===== config.mk =====
export PLATFORM = sky130hd
export DESIGN_NAME = reg_file_sb
export DESIGN_NICKNAME = d
export VERILOG_FILES = /design/src/rtl/reg_file_sb.sv
export SDC_FILE = /design/constraint.sdc
export NUM_CORES = 2
export LEC_CHECK = 0
export CAP_MARGIN = 10
export CORE_MARGIN = 4
export CORE_UTILIZATION = 40
export DETAILED_ROUTE_END_ITERATION = 10
export GPL_TIMING_DRIVEN = 0
export PLACE_DENSITY = 0.65
export SYNTH_ARGS = -nofsm -noshare
export SYNTH_HDL_FRONTEND = slang
export SYNTH_SLANG_ARGS = --single-unit

===== constraint.sdc =====
create_clock -name clock -period 63.9 [get_ports clock]
set_input_delay 12.78 -clock clock [delete_from_list [all_inputs] [get_ports clock]]
set_output_delay 12.78 -clock clock [all_outputs]
set_load 0.005 [all_outputs]

===== src/rtl/reg_file_sb.sv =====
`default_nettype none
// ============================================================================
// Module   : reg_file_sb
// Brief    : Multi-read-port register file with a pending-write scoreboard,
//            optional same-cycle write-to-read forwarding and a registered
//            count of pending registers. Register 0 is hardwired to zero.
// Revision : 1.0 - initial release
// ============================================================================
module reg_file_sb #(
  parameter int DATA_W = 32,
  parameter int ADDR_W = 5,
  parameter int NRD    = 2,
  parameter int BYPASS = 1
) (
  input  logic                   clock,
  input  logic                   reset,
  input  logic [NRD*ADDR_W-1:0]  rd_addr,
  output logic [NRD*DATA_W-1:0]  rd_data,
  output logic [NRD-1:0]         rd_busy,
  input  logic                   wb_en,
  input  logic [ADDR_W-1:0]      wb_addr,
  input  logic [1:0]             wb_sel,
  input  logic [DATA_W-1:0]      alu_result,
  input  logic [DATA_W-1:0]      mem_data,
  input  logic [DATA_W-1:0]      link_pc,
  input  logic                   iss_en,
  input  logic [ADDR_W-1:0]      iss_addr,
  output logic [ADDR_W:0]        pend_cnt
);

  localparam int         c_nreg     = 1 << ADDR_W;
  localparam logic [1:0] c_sel_alu  = 2'b00;
  localparam logic [1:0] c_sel_mem  = 2'b01;
  localparam logic [1:0] c_sel_link = 2'b10;

  logic [DATA_W-1:0] r_regs [c_nreg];
  logic [c_nreg-1:0] r_pend;
  logic [ADDR_W:0]   r_cnt;

  logic [DATA_W-1:0] w_wdata;
  logic              w_wr_ok;
  logic              w_iss_ok;
  logic [c_nreg-1:0] w_pend_nxt;
  logic [ADDR_W:0]   w_cnt_nxt;

  // Write-data source select; the reserved code never reaches a register
  always_comb begin
    w_wdata = '0;
    case (wb_sel)
      c_sel_alu:  w_wdata = alu_result;
      c_sel_mem:  w_wdata = mem_data;
      c_sel_link: w_wdata = link_pc;
      default:    w_wdata = '0;
    endcase
  end

  // Register 0 is excluded from both writes and issues
  assign w_wr_ok  = wb_en && (wb_sel != 2'b11) && (wb_addr != '0);
  assign w_iss_ok = iss_en && (iss_addr != '0);

  // Next scoreboard: write-back clears first, so a same-address issue wins
  always_comb begin
    w_pend_nxt = r_pend;
    if (w_wr_ok)
      w_pend_nxt[wb_addr] = 1'b0;
    if (w_iss_ok)
      w_pend_nxt[iss_addr] = 1'b1;
  end

  // Population count of the next scoreboard so the count tracks the bits
  always_comb begin
    w_cnt_nxt = '0;
    for (int i = 0; i < c_nreg; i++)
      w_cnt_nxt = w_cnt_nxt + {{ADDR_W{1'b0}}, w_pend_nxt[i]};
  end

  // Register storage
  always_ff @(posedge clock or posedge reset) begin
    if (reset) begin
      for (int i = 0; i < c_nreg; i++)
        r_regs[i] <= '0;
    end else if (w_wr_ok) begin
      r_regs[wb_addr] <= w_wdata;
    end
  end

  // Scoreboard bits and their registered count
  always_ff @(posedge clock or posedge reset) begin
    if (reset) begin
      r_pend <= '0;
      r_cnt  <= '0;
    end else begin
      r_pend <= w_pend_nxt;
      r_cnt  <= w_cnt_nxt;
    end
  end

  assign pend_cnt = r_cnt;

  // Independent combinational read ports with optional forwarding
  for (genvar k = 0; k < NRD; k++) begin : g_rd
    logic [ADDR_W-1:0] w_ra;
    logic              w_fwd;
    logic              w_iss_hit;

    assign w_ra      = rd_addr[k*ADDR_W +: ADDR_W];
    assign w_fwd     = (BYPASS != 0) && w_wr_ok && (w_ra == wb_addr);
    assign w_iss_hit = w_iss_ok && (iss_addr == w_ra);

    assign rd_data[k*DATA_W +: DATA_W] = reset ? '0
                                       : (w_fwd ? w_wdata : r_regs[w_ra]);
    assign rd_busy[k] = reset ? 1'b0
                      : ((w_fwd && !w_iss_hit) ? 1'b0 : r_pend[w_ra]);
  end

endmodule
`default_nettype wire


==> run metrics <==
status complete, but fails checks; failing checks max-capacitance violations, max-slew violations; 1st-iter DRT viols around 9400; Hold Startpoint r_regs[1011]; Critical Path Source Type input pin; Post-Synthesis Mean Instance Area around 11 um^2; Syn Inst Count about 5300; syn nets between 5000 and 6000; area of the mapped netlist roughly 57000 um^2; Max Freq 31.7 MHz; CP Class input pin to output port; CP Capture Type output port; Die Wd 386 um; area leader, netlist dfrtp_1; hpwl dp around 220000 um; # nets final slightly below 6000; Reg clk slew, reported paths 60 ps; Pre-antenna DRT Iters 6; number of flops mapped to enable cells by yosys 0; Pleak roughly 0.028 uW; Yosys warnings 0; detail-routed via count per cell around 7; Synth top area share 0.465; Max stage delay on crit path 1000 ps; CP max stage cell a21oi_2; crit-path max FO slightly above 90; total core area 142000 um^2; unique cell type count in the Yosys netlist 68; Reg2Reg Setup Slack around 59000 ps; Hold Fails Final Rpt 0; Area contributors post-synth dfrtp_1 (47%), mux4_2 (17%), o21ai_0 (9.2%); Buffers on Ports 180; gr ovfl total 0; Worst IR Drop VDD 0.000100 V; root buf cell clkbuf_16; drt wl/cell around 39 um; clock power share 0.326; DRC viols 0; most frequent cell after synthesis nand2_1; GRT Util Overall 0.392; Worst Path Required about 51000 ps; Max transition margin -0.0541; fin crit share 0.493; combinational share of power 0.287; vias in the first global route around 50000; worst hold margin about 490 ps; CTS resizes 0; RR Startpoint r_pend[23]; largest net degree at the start of global routing 99; Area after DPL roughly 62000 um^2; Net Sw Power roughly 750 uW; hold depth 1; CTS Buf Count 115; worst slew pin tran 1560 ps; Design Area, Final about 66000 um^2; Total Wirelength about 300000 um; Die Y around 390 um; hold endpoint r_regs[1011]; hold buffer count at cts 0; sequential share of power 0.387; pwr dens ~33 nW/um^2; Layout area overhead 15.3%; TritonCTS Sinks ~1100; critical path, cell by cell clkdlybuf4s50_1 -> clkinv_4 -> buf_16 -> buf_16 -> buf_16 -> nand2_1 -> a21oi_2 -> clkbuf_1 -> o21ai_0 -> nand2_1 -> clkdlybuf4s50_1; Skew-Pair Late Insertion Delay 770 ps; Synth Register Bits approximately 1100; io pins 194; register area share after synthesis 0.465; Layout Skew 23.8 ps; Reg2Reg Depth 15; internal power between 1000 and 1500 uW; first-pass GRT wire length approximately 400000 um; arrival time worst endpoint approximately 19000 ps; GP Congestion approximately 1.1; max-slew violation count 15; post-layout utilization of the core 0.465; antenna violations before repair 19; Synth async-reset ratio 1.00; htree depth 3; Post-synth top cells nand2_1 (1089), dfrtp_1 (1062), o21ai_0 (1051), mux4_2 (426), clkbuf_1 (377); row cnt 138; CTS tree built; starting density of the core 0.403; Clock Tree Buf Depth 3; Post-CTS Setup Repair Bufs 0; Switching Share 0.339; hold crit path type flop to flop; fraction of layout cells with a size suffix above 1 0.158; Top FF cell, synth dfrtp_1; Detail Route Antenna Nets 0; die area between 100000 and 150000 um^2; Most common cell on crit path buf_16; final setup fails 0; Vias between 50000 and 60000; minimum clock period after layout around 32000 ps; RSZ-0062 raised after global routing false; worst reg2reg path endpoint pend_cnt[4]; max cap viols 2
routing by layer:
layer | share of wire | wire [um] | vias up | GRT usage
met5 | 0.00036 | 108 | - | 0.0218
met4 | 0.11 | 31900 | 4 | 0.336
met3 | 0.16 | 48600 | 1317 | 0.204
met2 | 0.39 | 115000 | 4896 | 0.516
met1 | 0.34 | 100000 | 26300 | 0.465
li1 | - | - | 19800 | -
registers in the layout, summed over array words and instances, names as in the netlist:
register and flops:
r_regs 1024, r_pend 32, pend_cnt 6
kinds of logic (layout without fill, tap and decap cells):
logic type               after synthesis  after routing  share of synthesized area
AND/OR/NAND/NOR                     1296           1296                     0.0924
other                                  0             24                          0
multiplexers                         695            695                      0.220
XOR/XNOR                              23             23                    0.00353
adder cells (fa/ha/maj)               31             31                    0.00994
flip-flops                          1062           1062                      0.465
AO/OA/AOI/OAI                       1502           1502                      0.152
buffers and inverters                675           1095                     0.0570
how the worst max path moves through the flow:
stage / from / to
final: reset / rd_data[19]
after CTS: reset / rd_data[19]
after global placement: reset / rd_data[42]
after global routing: reset / rd_data[19]
after floorplan: reset / rd_data[34]
after detailed placement: reset / rd_data[19]
cells in the final DEF, fill, tap and decap left out, types with 15 or more instances in the layout:
cell type | netlist | layout
nand3_1 | 29 | 29
clkbuf_16 | 0 | 117
a22o_1 | 24 | 24
nor2_1 | 50 | 50
a211oi_1 | 17 | 17
mux2i_1 | 204 | 204
clkbuf_1 | 377 | 397
o32a_1 | 32 | 32
buf_4 | 49 | 51
mux4_2 | 426 | 426
o22ai_1 | 98 | 98
a21o_1 | 16 | 16
o31ai_1 | 17 | 17
buf_2 | 85 | 86
buf_6 | 36 | 38
a211o_1 | 18 | 18
clkbuf_8 | 0 | 23
diode_2 | 0 | 24
a22oi_1 | 15 | 15
clkinv_2 | 0 | 23
inv_1 | 92 | 92
mux2_2 | 52 | 52
xor2_1 | 16 | 16
dfrtp_1 | 1062 | 1062
a21oi_1 | 67 | 67
nand2b_1 | 43 | 43
clkdlybuf4s50_1 | 0 | 180
buf_8 | 9 | 17
nor2b_1 | 31 | 31
o21ai_0 | 1051 | 1051
a221o_1 | 29 | 29
o221ai_1 | 46 | 46
fa_1 | 24 | 24
buf_1 | 18 | 17
a221oi_1 | 33 | 33
nand2_1 | 1089 | 1089
metrics by stage:
stage / cells / total power (uW) / worst slack (ps) / setup TNS (ps)
detailed placement: 7370 / 1480 / 32830 / 0
global placement: 7354 / 1460 / -14590 / -508270
global route: 7597 / 2280 / 32480 / 0
CTS: 7581 / 2180 / 32820 / 0
floorplan: 5284 / 1260 / 7330 / 0
finish: 7618 / 2200 / 32400 / 0
critical path, delay by kind of cell:
kind                   cells  cell delay (ps)
buffers and inverters      7             3680
AO/OA/AOI/OAI              2             1580
AND/OR/NAND/NOR            2              500
layout make-up:
cell class / instances / area, um^2
repair buffers: 209 / 2370
inverters: 93 / 354
well taps: 1890 / 2360
flip-flops and latches: 1062 / 26600
multi-input cells: 3547 / 27300
fillers: 13200 / 75900
plain buffers: 582 / 2910
clock buffers: 161 / 3310
clock inverters: 50 / 613
diodes: 24 / 60.1
power groups by stage:
stage	Combinational, uW	Sequential (uW)	Clock, uW
CTS	620	847	712
global route	682	861	737
global placement	598	859	0
detailed placement	618	858	0
finish	632	853	717
floorplan	424	839	0
No activity file was read; power rests on OpenSTA's default activity.
